===== config.mk =====
export PLATFORM = sky130hd
export DESIGN_NAME = mux_sel_sequencer_flat
export DESIGN_NICKNAME = d
export VERILOG_FILES = /design/src/rtl/mux_sel_sequencer_if.sv /design/src/rtl/mux_sel_sequencer.sv /design/src/flat_wrapper.sv
export SDC_FILE = /design/constraint.sdc
export NUM_CORES = 1
export LEC_CHECK = 0
export ABC_AREA = 1
export CORE_MARGIN = 8
export CORE_UTILIZATION = 52
export CTS_CLUSTER_DIAMETER = 120
export CTS_CLUSTER_SIZE = 28
export DETAILED_ROUTE_END_ITERATION = 10
export PLACE_DENSITY_LB_ADDON = 0.2
export SLEW_MARGIN = 15
export SYNTH_ARGS = -nofsm -noshare
export SYNTH_HDL_FRONTEND = slang
export SYNTH_SLANG_ARGS = --single-unit

===== constraint.sdc =====
create_clock -name clk -period 2.7 [get_ports clk]
set_input_delay 0.405 -clock clk [delete_from_list [all_inputs] [get_ports clk]]
set_output_delay 0.405 -clock clk [all_outputs]
set_load 0.005 [all_outputs]

===== src/rtl/mux_sel_sequencer_if.sv =====
// Handshake and mux-drive bundle between an upstream word source and the
// select sequencer. The master side supplies words; the slave side is the
// sequencer that drives the 8:1 mux data and select inputs.
interface mux_sel_sequencer_if;
    logic       in_valid;
    logic [7:0] in_data;
    logic       in_ready;
    logic [7:0] d;
    logic [2:0] s;
    logic       sel_valid;
    logic       first;
    logic       last;
    logic       done;

    modport master (
        output in_valid, in_data,
        input  in_ready, d, s, sel_valid, first, last, done
    );

    modport slave (
        input  in_valid, in_data,
        output in_ready, d, s, sel_valid, first, last, done
    );
endinterface


===== src/rtl/mux_sel_sequencer.sv =====
// Select sequencer for an 8:1 mux stage. A word accepted over valid/ready is
// held on the mux data bus while the select steps through all eight indices,
// each held HOLD_CYCLES cycles, so the mux output is the word serialized.
module mux_sel_sequencer #(
    parameter int HOLD_CYCLES = 1,
    parameter bit MSB_FIRST   = 1'b0
) (
    input  logic                clk,
    input  logic                rst_n,
    mux_sel_sequencer_if.slave  bus
);

    typedef enum logic {IDLE, SCAN} state_t;

    // Scan starts at bit 0 or bit 7; stepping by 7 is a 3-bit decrement.
    localparam logic [2:0] START     = MSB_FIRST ? 3'd7 : 3'd0;
    localparam logic [2:0] STEP      = MSB_FIRST ? 3'd7 : 3'd1;
    localparam logic [7:0] HOLD_LAST = 8'(HOLD_CYCLES - 1);

    state_t     state_q;
    logic [7:0] d_q;
    logic [2:0] s_q;
    logic [7:0] hold_cnt_q;
    logic [2:0] slot_cnt_q;
    logic       sel_valid_q;
    logic       done_q;

    // Frame FSM: accept in IDLE, walk the select in SCAN, pulse done on exit.
    always_ff @(posedge clk) begin
        if (!rst_n) begin
            state_q     <= IDLE;
            d_q         <= 8'h00;
            s_q         <= START;
            hold_cnt_q  <= 8'd0;
            slot_cnt_q  <= 3'd0;
            sel_valid_q <= 1'b0;
            done_q      <= 1'b0;
        end else begin
            done_q <= 1'b0;
            case (state_q)
                IDLE: begin
                    if (bus.in_valid) begin
                        d_q         <= bus.in_data;
                        s_q         <= START;
                        hold_cnt_q  <= 8'd0;
                        slot_cnt_q  <= 3'd0;
                        sel_valid_q <= 1'b1;
                        state_q     <= SCAN;
                    end
                end
                SCAN: begin
                    if (hold_cnt_q == HOLD_LAST) begin
                        hold_cnt_q <= 8'd0;
                        if (slot_cnt_q != 3'd7) begin
                            s_q        <= s_q + STEP;
                            slot_cnt_q <= slot_cnt_q + 3'd1;
                        end else begin
                            // Final slot finished: back to IDLE so the next
                            // word can be taken in the same cycle done is high.
                            s_q         <= START;
                            slot_cnt_q  <= 3'd0;
                            sel_valid_q <= 1'b0;
                            done_q      <= 1'b1;
                            state_q     <= IDLE;
                        end
                    end else begin
                        hold_cnt_q <= hold_cnt_q + 8'd1;
                    end
                end
                default: begin
                    state_q <= IDLE;
                end
            endcase
        end
    end

    // Ready is held low during reset and otherwise follows the IDLE state.
    assign bus.in_ready  = rst_n && (state_q == IDLE);
    assign bus.d         = d_q;
    assign bus.s         = s_q;
    assign bus.sel_valid = sel_valid_q;
    assign bus.done      = done_q;
    assign bus.first     = (state_q == SCAN) && (slot_cnt_q == 3'd0);
    assign bus.last      = (state_q == SCAN) && (slot_cnt_q == 3'd7);

endmodule


===== src/flat_wrapper.sv =====
// flat-port wrapper written by rule: the top's interface ports become plain ports
module mux_sel_sequencer_flat 
#(
    parameter int HOLD_CYCLES = 1,
    parameter bit MSB_FIRST   = 1'b0
)
  (clk, rst_n, bus_in_valid, bus_in_data, bus_in_ready, bus_d, bus_s, bus_sel_valid, bus_first, bus_last, bus_done);
  mux_sel_sequencer_if bus_i ();
  input  logic clk;
  input  logic rst_n;
  input wire logic [$bits(bus_i.in_valid)-1:0] bus_in_valid;
  input wire logic [$bits(bus_i.in_data)-1:0] bus_in_data;
  output wire logic [$bits(bus_i.in_ready)-1:0] bus_in_ready;
  output wire logic [$bits(bus_i.d)-1:0] bus_d;
  output wire logic [$bits(bus_i.s)-1:0] bus_s;
  output wire logic [$bits(bus_i.sel_valid)-1:0] bus_sel_valid;
  output wire logic [$bits(bus_i.first)-1:0] bus_first;
  output wire logic [$bits(bus_i.last)-1:0] bus_last;
  output wire logic [$bits(bus_i.done)-1:0] bus_done;
  assign bus_i.in_valid = bus_in_valid;
  assign bus_i.in_data = bus_in_data;
  assign bus_in_ready = bus_i.in_ready;
  assign bus_d = bus_i.d;
  assign bus_s = bus_i.s;
  assign bus_sel_valid = bus_i.sel_valid;
  assign bus_first = bus_i.first;
  assign bus_last = bus_i.last;
  assign bus_done = bus_i.done;
  mux_sel_sequencer #(.HOLD_CYCLES(HOLD_CYCLES), .MSB_FIRST(MSB_FIRST)) u_core (.clk(clk), .rst_n(rst_n), .bus(bus_i));
endmodule

==> summary.md, run 1 <==
| Metric | Value |
|---|---|
| Layout cell share with drive strength beyond 1 | 8.54% |
| Worst path required time | 2.30 ns |
| DR vias/cell | 5.05 |
| Design area | 1510 um^2 |
| Peak VDD IR | 0.321 mV |
| Max Freq | 464 MHz |
| Starting Density | 54.4% |
| Die width | 63.9 um |
| DRC errors left | 0 |
| H-tree Lvls | 1 |
| WP data arrival | 1.75 ns |
| CTS clock-pin slew for the worst setup and hold paths | 0.13 ns |
| Die area | 4080 um^2 |
| Worst Skew | 0.00148 ns |
| Critical Setup Path Class | flop to output port |
| Main synth FF type | dfxtp_1 |
| Non-Filler Instances | 227 |
| Post-route ant nets | 0 |
| Dpl cell area | 1480 um^2 |
| CTS buffer count | 3 |
| Worst Tran Pin Value | 0.540 ns |
| Min Tclk post-route | 2.16 ns |
| Vias post-DR | 1,146 |
| Core Rows | 17 |
| Routed len/inst | 11.9 um |
| Run status | complete, no violations |
| Cell variety after synth | 21 |
| Final TNS setup | 0 ns |
| Crit start category | flop |
| Netlist Area Pre-Place | 1190 um^2 |
| Slew HR | 64.0% |
| GR Overflow Total | 0 |
| Post-cts resize count | 0 |
| Antenna violations before repair | 0 |
| Psw | 0.179 mW |
| Gp weighted congestion | 0.825 |
| Final hold violations | 0 |
| Vias in the first global route | 1,137 |
| Power per cell area | 453 nW/um^2 |
| Ratio of final minimum period to clock period | 79.8% |
| Adder-cell share of the synthesized area | 6.30% |
| Pre-CTS setup slack | 0.672 ns |
| Core Box Area | 2190 um^2 |
| TritonCTS clock tree | yes |
| Crit path capture type | output port |
| Cells after Synth | 171 |
| Post CTS Setup Buffer Count | 0 |
| Max FO, Critical Path | 3 |
| Largest family of logic cells by synthesized area | simple AND/OR/NAND/NOR gates |
| First-pass DRT Iterations | 4 |
| Yosys synthesis warning count | 0 |
| Skew-Pair Late Insertion Delay | 0.32 ns |
| Comb pwr share | 16.7% |
| Final worst setup slack | 0.545 ns |
| Clk sink count | 25 |
| HP Class | flop to flop |
| Hold Buf Count CTS | 0 |
| Post-synthesis simple-gate area fraction | 34.2% |
| Top cell type's share of synthesized area | 42.0% |
| Inst Count DP | 223 |
| Count of final setup violators | 0 |
| IO Count | 27 |
| Drt total wl | 2.71 mm |
| Commonest cells post-synth | 35 x nand2_1, 27 x nor2_1, 25 x dfxtp_1 |
| Mux cell area share after synthesis | 0% |
| HPWL after detailed placement | 2.10 mm |
| Initial DRC count | 30 |
| Clock Power Share | 24.6% |
| Root Driver | clkbuf_4 |
| Clock buffer depth | 2 |
| Fin Hold WS | 0.474 ns |
| Port Buf Inserts | 26 |
| ANT cells | 0 |
| Synth Area in Compound Gates | 9.97% |
| Area Growth Syn to Fin | 26.7% |
| Top-count cell post-synth | nand2_1 |
| Syn Area/Cell | 6.97 um^2 |
| Synth top area cells | dfxtp_1 42%, nand2_1 11%, nor2_1 8.5% |
| #FFs+latches synth | 25 |
| Ys async rst share | 0% |
| Switching Share | 26.2% |
| Number of flops mapped to enable cells by yosys | 0 |
| Final #Nets | 217 |
| RSZ-0062 raised after global routing | no |
| Die height | 63.9 um |
| Global-route wire length before repair | 4.75 mm |
| P_int | 0.505 mW |
| Leakage power | 0.658 nW |
| Sequential fraction of the synthesis area | 42.0% |
| Seq pwr share | 58.8% |
| Syn Nets | 188 |
| Max-cap violations | 0 |
| Area leader, netlist | dfxtp_1 |
| Max Slew Vio Count | 0 |
| Total Routing Usage GR | 13.9% |
| Largest net degree at the start of global routing | 20 |
| XOR/XNOR Fraction of Synth Area | 0% |
[worst max-delay path, cell delays in order, from the launching register on]
cell             delay (ns)
dfxtp_1                0.38
ha_1                   0.18
ha_1                   0.22
nand2_1                0.09
inv_1                  0.07
clkdlybuf4s50_1        0.49
[flip-flops by register name (all words and copies together) (netlist names)]
| signal | cells |
|---|---|
| u_core.bus.s | 3 |
| u_core.slot_cnt_q | 3 |
| u_core.bus.done | 1 |
| u_core.state_q | 1 |
| u_core.bus.d | 8 |
| u_core.bus.sel_valid | 1 |
| u_core.hold_cnt_q | 8 |
[stage by stage]
stage	util, %	total power [mW]
final	68.9	0.684
after global routing	68.9	0.721
after CTS	68.9	0.688
after detailed placement	67.7	0.525
after global placement	67.7	0.521
after floorplan	-	0.461
[worst paths after layout]
check | from | end | slack, ns | depth (start not counted)
setup / recovery | u_core.slot_cnt_q[0] | bus_last | 0.54 | 5
hold reg to reg | u_core.bus.sel_valid | u_core.bus.sel_valid | 0.47 | 2
hold / removal | u_core.bus.sel_valid | u_core.bus.sel_valid | 0.47 | 2
setup reg to reg | u_core.state_q | u_core.bus.d[2] | 0.99 | 5
[per-layer routing]
layer	vias up	part of all wire, %	global-route usage (%)
li1	601	-	-
met4	0	1.6	7.24
met2	30	46	24.2
met1	510	44	14.3
met5	-	0	0
met3	5	7.7	4.88
[cells by family after synthesis]
| logic type | after synthesis |
|---|---|
| buffers and inverters | 23 |
| and+or+nand+nor | 94 |
| adders and majority gates | 6 |
| AOI/OAI and AO/OA | 23 |
| DFF | 25 |
[layout make-up]
type,instances,area (um^2)
repair buffers,28,275
well taps,28,35.0
clock buffers,4,26.3
fillers,206,681
multi-input cells,123,602
inverters,19,71.3
flip-flops and latches,25,500
[layout by cell type, fill, tap and decap left out]
cell / netlist / layout
nand3b_1: 1 / 1
clkinv_1: 2 / 2
nand2_2: 3 / 3
ha_1: 6 / 6
inv_1: 13 / 13
nand2_1: 35 / 35
inv_2: 4 / 4
dfxtp_1: 25 / 25
o21ai_0: 12 / 12
or2_0: 1 / 1
clkbuf_4: 0 / 3
or2_2: 1 / 1
nor2_1: 27 / 27
nor2_2: 4 / 4
nor3_1: 1 / 1
nand3_1: 20 / 20
a21oi_1: 9 / 9
o21bai_1: 1 / 1
buf_4: 0 / 2
clkbuf_1: 1 / 1
nand4_1: 1 / 1
clkdlybuf4s50_1: 0 / 26
a31oi_1: 1 / 1
[power groups by stage]
stage	Combinational, mW	Sequential, mW	Clock [mW]
after floorplan	0.0548	0.407	0
after global placement	0.113	0.409	0
after detailed placement	0.115	0.410	0
after CTS	0.116	0.402	0.170
after global routing	0.128	0.405	0.188
final	0.114	0.402	0.168
(Power assumes the default switching activity.)
==> run 2, diff against run 1 <==
--- a/config.mk
+++ b/config.mk
@@ -7,7 +7,7 @@
 export LEC_CHECK = 0
 export ABC_AREA = 1
 export CORE_MARGIN = 8
-export CORE_UTILIZATION = 52
+export CORE_UTILIZATION = 49
 export CTS_CLUSTER_DIAMETER = 120
 export CTS_CLUSTER_SIZE = 28
 export DETAILED_ROUTE_END_ITERATION = 10
==> constraint.sdc (replaced) <==
create_clock -name clk -period 2.2 [get_ports clk]
set_input_delay 0.33 -clock clk [delete_from_list [all_inputs] [get_ports clk]]
set_output_delay 0.33 -clock clk [all_outputs]
set_load 0.005 [all_outputs]
==> run 2 against run 1 <==
  * Combinational power up 29%
  * Total power grew 22%
  * Sequential cell count did not move
  * Non-clock buffer count grew 2
  * Global-route usage barely moved
  * Largest power group unchanged
  * Wire length fell by 2.9%
  * Die area increased by 4.6%
==> summary.md, run 2 (synthesis gave the netlist of run 1 again) <==
| Metric | Value |
|---|---|
| Core Rows | 18 |
| Max Slew Vio Count | 0 |
| Min Tclk post-route | 2.01 ns |
| CTS clock-pin slew for the worst setup and hold paths | 0.13 ns |
| Die area | 4270 um^2 |
| Most frequent CP cell | ha_1 |
| Crit path buf inv count | 2 |
| Count of final setup violators | 0 |
| Antenna violations before repair | 0 |
| Skew-Pair Late Insertion Delay | 0.31 ns |
| HPWL after detailed placement | 2.02 mm |
| Drt total wl | 2.63 mm |
| Worst-path cell chain | ha_1 -> ha_1 -> nand2_1 -> inv_1 -> clkdlybuf4s50_1 |
| WP data arrival | 1.68 ns |
| DR vias/cell | 5.00 |
| GR Overflow Total | 0 |
| Hold Buf Count CTS | 0 |
| Critical Setup Path Class | flop to output port |
| Max FO, Critical Path | 3 |
| Slew HR | 77.7% |
| Most frequent cells in the layout | 35 x nand2_1, 27 x nor2_1, 26 x clkdlybuf4s50_1 |
| Peak VDD IR | 0.367 mV |
| Leakage power | 0.668 nW |
| Final hold violations | 0 |
| Final #Nets | 219 |
| Largest net degree at the start of global routing | 20 |
| RSZ-0062 raised after global routing | no |
| Gp weighted congestion | 0.802 |
| Ratio of final minimum period to clock period | 91.5% |
| Power per cell area | 547 nW/um^2 |
| Root Driver | clkbuf_4 |
| Vias in the first global route | 1,179 |
| Post CTS Setup Buffer Count | 0 |
| IO Count | 27 |
| Worst R2R Setup Slack | 0.76 ns |
| Post-route ant nets | 0 |
| Clock buffer depth | 2 |
| Tot Pwr | 0.836 mW |
| H-tree Lvls | 1 |
| Max Freq | 497 MHz |
| Critical path origin | u_core.slot_cnt_q[1] |
| Hold worst-path end | u_core.bus.sel_valid |
| Worst path required time | 1.87 ns |
| Routed len/inst | 11.4 um |
| First-pass DRT Iterations | 4 |
| Hold Path Stages | 2 |
| ANT cells | 0 |
| Die height | 65.3 um |
| Top delay family on crit path | buffers and inverters |
| Starting Density | 49.9% |
| Final TNS setup | 0 ns |
| Core Box Area | 2390 um^2 |
| Run status | complete, no violations |
| Crit start category | flop |
| Layout cell share with drive strength beyond 1 | 9.45% |
| Critical Path Max Stage Delay | 0.49 ns |
| CTS buffer count | 3 |
| Worst Tran Pin Value | 0.334 ns |
| Fillers | 240 |
| Clk sink count | 25 |
| Crit-path slowest cell | clkdlybuf4s50_1 |
| Worst Skew | 0.000797 ns |
| Vias post-DR | 1,155 |
| Max-cap violations | 0 |
| Crit path capture type | output port |
| HP Class | flop to flop |
| Most common cell after layout, fill and taps aside | nand2_1 |
| TritonCTS clock tree | yes |
| R2R depth | 5 |
| Reg-to-Reg End | u_core.bus.d[3] |
| Die width | 65.3 um |
| Hold wc startpoint | u_core.bus.sel_valid |
| Initial DRC count | 86 |
| Port Buf Inserts | 26 |
| Global-route wire length before repair | 4.88 mm |
| Post-cts resize count | 0 |
| DRC errors left | 0 |
| Total Routing Usage GR | 13.9% |
| Worst reg2reg path startpoint | u_core.state_q |
| Area Growth Syn to Fin | 28.1% |
## run 2: changes by cell type in the layout (fill, tap and decap cells not counted)
cell and change:
buf_4 +2
## run 2: final cells by class
class                   count  area, um^2  share of cell area (%)
flip-flops and latches     25         500                    32.8
multi-input cells         123         602                    39.4
well taps                  30        37.5                    2.46
clock buffers               4        26.3                    1.72
inverters                  19        71.3                    4.67
repair buffers             30         290                    19.0
## run 2: worst max path at each step
stage | endpoint | slack [ns] | cells after the start
floorplan | u_core.bus.s[0] | 0.91 | 8
global placement | bus_in_ready | 0.33 | 4
detailed placement | bus_in_ready | 0.32 | 4
CTS | bus_last | 0.17 | 5
global route | bus_last | 0.06 | 5
finish | bus_last | 0.19 | 5
## run 2: where the power goes
group	internal [mW]	switching [mW]	total [mW]
logic	0.0783	0.0690	0.147
registers	0.474	0.0145	0.489
clock network	0.0707	0.129	0.200
## run 2: worst reg2reg max path, cell delays in order (launching register included)
cell      delay [ns]
dfxtp_1         0.49
inv_2           0.08
nand2_1         0.27
clkinv_1        0.31
nor2_1          0.16
nor2_1          0.06
## run 2: stage by stage
step	setup slack, ns	area (um^2)	cells	hold WS [ns]	util (%)
2_1_floorplan	0.915	1190	171	0.456	-
3_3_place_gp	0.331	1500	227	0.455	62.9
3_5_place_dp	0.322	1500	227	0.461	62.9
4_1_cts	0.170	1530	231	0.482	64.0
5_1_grt	0.0645	1530	231	0.509	64.0
6_report	0.188	1530	231	0.475	64.0
## run 2: per-layer routing
layer / GRT usage [%] / up-vias / wire length, um
met5: 0 / - / 0
met1: 15.4 / 520 / 1170
met3: 3.40 / 6 / 125
met4: 8.45 / 0 / 56
li1: - / 606 / -
met2: 23.6 / 23 / 1280
==> run 3, diff against run 2 <==
--- a/config.mk
+++ b/config.mk
@@ -7,7 +7,7 @@
 export LEC_CHECK = 0
 export ABC_AREA = 1
 export CORE_MARGIN = 8
-export CORE_UTILIZATION = 49
+export CORE_UTILIZATION = 39
 export CTS_CLUSTER_DIAMETER = 120
 export CTS_CLUSTER_SIZE = 28
 export DETAILED_ROUTE_END_ITERATION = 10
==> run 3 against run 2 <==
  * Clock skew increased by 0.0099 ns
  * Critical path type unchanged
  * Global-route usage fell by 2.9 points
  * Utilization decreased by 13 points
  * Worst setup slack got worse by 0.025 ns
  * Critical path depth stayed put
  * First-iteration DRC count down 30%
==> summary.md, run 3 (synthesis gave the netlist of run 1 again) <==
| Metric | Value |
|---|---|
| Run status | complete, no violations |
| FF/Latch Area | 500 um^2 |
| HP Class | flop to flop |
| IO Count | 27 |
| Fillers | 280 |
| Worst path required time | 1.87 ns |
| Seq pwr share | 58.6% |
| Leakage power | 0.668 nW |
| Footprint of the multi-input gates | 602 um^2 |
| RSZ-0062 raised after global routing | no |
| Vias in the first global route | 1,116 |
| Die area | 5080 um^2 |
| Area Growth Syn to Fin | 28.4% |
| Worst Tran Pin Value | 0.393 ns |
| Core Box Area | 2980 um^2 |
| Drt total wl | 2.66 mm |
| GRT busiest layer | met2 |
| R2R depth | 5 |
| ANT cells | 0 |
| Max Slew Vio Count | 0 |
| Port Buf Inserts | 26 |
| Post-route ant nets | 0 |
| Peak VDD IR | 0.256 mV |
| Die width | 71.3 um |
| Starting Density | 40.0% |
| H-tree Lvls | 1 |
| Clock buffer depth | 2 |
| Power per cell area | 547 nW/um^2 |
| Hold wc startpoint | u_core.bus.sel_valid |
| Hold Buf Count CTS | 0 |
| Psw | 0.214 mW |
| Layout cell share with drive strength beyond 1 | 9.45% |
| Most common cell after layout, fill and taps aside | nand2_1 |
| Crit start category | flop |
| Grt met2 use | 20.6% |
| CTS clock-pin slew for the worst setup and hold paths | 0.14 ns |
| Vias post-DR | 1,140 |
| Critical Setup Path Class | flop to output port |
| Slew HR | 73.8% |
| Critical path origin | u_core.slot_cnt_q[1] |
| GR Overflow Total | 0 |
| Max FO, Critical Path | 3 |
| Total Routing Usage GR | 11.0% |
| Root Driver | clkbuf_4 |
| Clk sink count | 25 |
| Comb pwr share | 17.6% |
| Max Freq | 491 MHz |
| WP data arrival | 1.71 ns |
| Initial DRC count | 60 |
| Hold Path Stages | 2 |
| Switching Share | 25.6% |
| CTS buffer count | 3 |
| TritonCTS clock tree | yes |
| Worst Skew | 0.0107 ns |
| P_int | 0.623 mW |
| Max-cap violations | 0 |
| Count of final setup violators | 0 |
| Die height | 71.3 um |
| Met3 GRT Util | 3.21% |
| Fin Hold WS | 0.472 ns |
| Grt met1 use | 11.4% |
| DR vias/cell | 4.87 |
| Crit path capture type | output port |
| Worst reg2reg path startpoint | u_core.state_q |
| Gp weighted congestion | 0.845 |
| Routed len/inst | 11.4 um |
| Largest net degree at the start of global routing | 20 |
| Final hold violations | 0 |
| Core Rows | 20 |
| Final #Nets | 219 |
| HPWL after detailed placement | 2.07 mm |
| Post CTS Setup Buffer Count | 0 |
| Ratio of final minimum period to clock period | 92.6% |
| Min Tclk post-route | 2.04 ns |
| Skew-Pair Late Insertion Delay | 0.31 ns |
| Clock Power Share | 23.9% |
| Final TNS setup | 0 ns |
| DRC errors left | 0 |
| First-pass DRT Iterations | 4 |
| Global-route wire length before repair | 4.69 mm |
| Post-cts resize count | 0 |
| Antenna violations before repair | 0 |
| Most frequent cells in the layout | 35 x nand2_1, 27 x nor2_1, 26 x clkdlybuf4s50_1 |
-- run 3: cell counts in the layout (fill, tap and decap cells not counted) --
Identical to the previous run, type by type.
-- run 3: cell type report --
cell class | instances | share of cell area [%]
multi-input cells | 123 | 39.3
repair buffers | 30 | 19.0
inverters | 19 | 4.66
flip-flops and latches | 25 | 32.7
well taps | 33 | 2.70
clock buffers | 4 | 1.72
-- run 3: power groups by stage --
stage	Combinational [mW]	Clock [mW]	Sequential, mW
2_1_floorplan	0.0672	0	0.499
4_1_cts	0.149	0.207	0.491
3_3_place_gp	0.146	0	0.500
6_report	0.147	0.200	0.491
5_1_grt	0.166	0.226	0.494
3_5_place_dp	0.148	0	0.501
-- run 3: worst max-delay path, cell delays in order (launching register included) --
cell	delay, ns
dfxtp_1	0.39
ha_1	0.16
ha_1	0.21
nand2_1	0.08
inv_1	0.06
clkdlybuf4s50_1	0.49
-- run 3: metrics by stage --
step,std cells,power (mW),instance area (um^2),worst slack (ns),utilization (%)
CTS,234,0.847,1530,0.143,51.4
detailed placement,230,0.649,1510,0.297,50.5
global placement,230,0.646,1510,0.304,50.5
global route,234,0.887,1530,0.0477,51.4
floorplan,171,0.566,1190,0.915,-
finish,234,0.837,1530,0.163,51.4
-- run 3: path summary, 6_finish.rpt --
kind                                to  slack, ns
setup / recovery              bus_last       0.16
hold / removal    u_core.bus.sel_valid       0.47
setup reg to reg       u_core.bus.d[7]       0.57
hold reg to reg   u_core.bus.sel_valid       0.47
-- run 3: per-layer routing --
| metal | share of wire (%) | up-vias | routed length [um] |
|---|---|---|---|
| met3 | 5.4 | 2 | 143 |
| li1 | - | 610 | - |
| met5 | 0 | - | 0 |
| met4 | 0.56 | 0 | 15 |
| met1 | 44 | 511 | 1160 |
| met2 | 50 | 17 | 1340 |
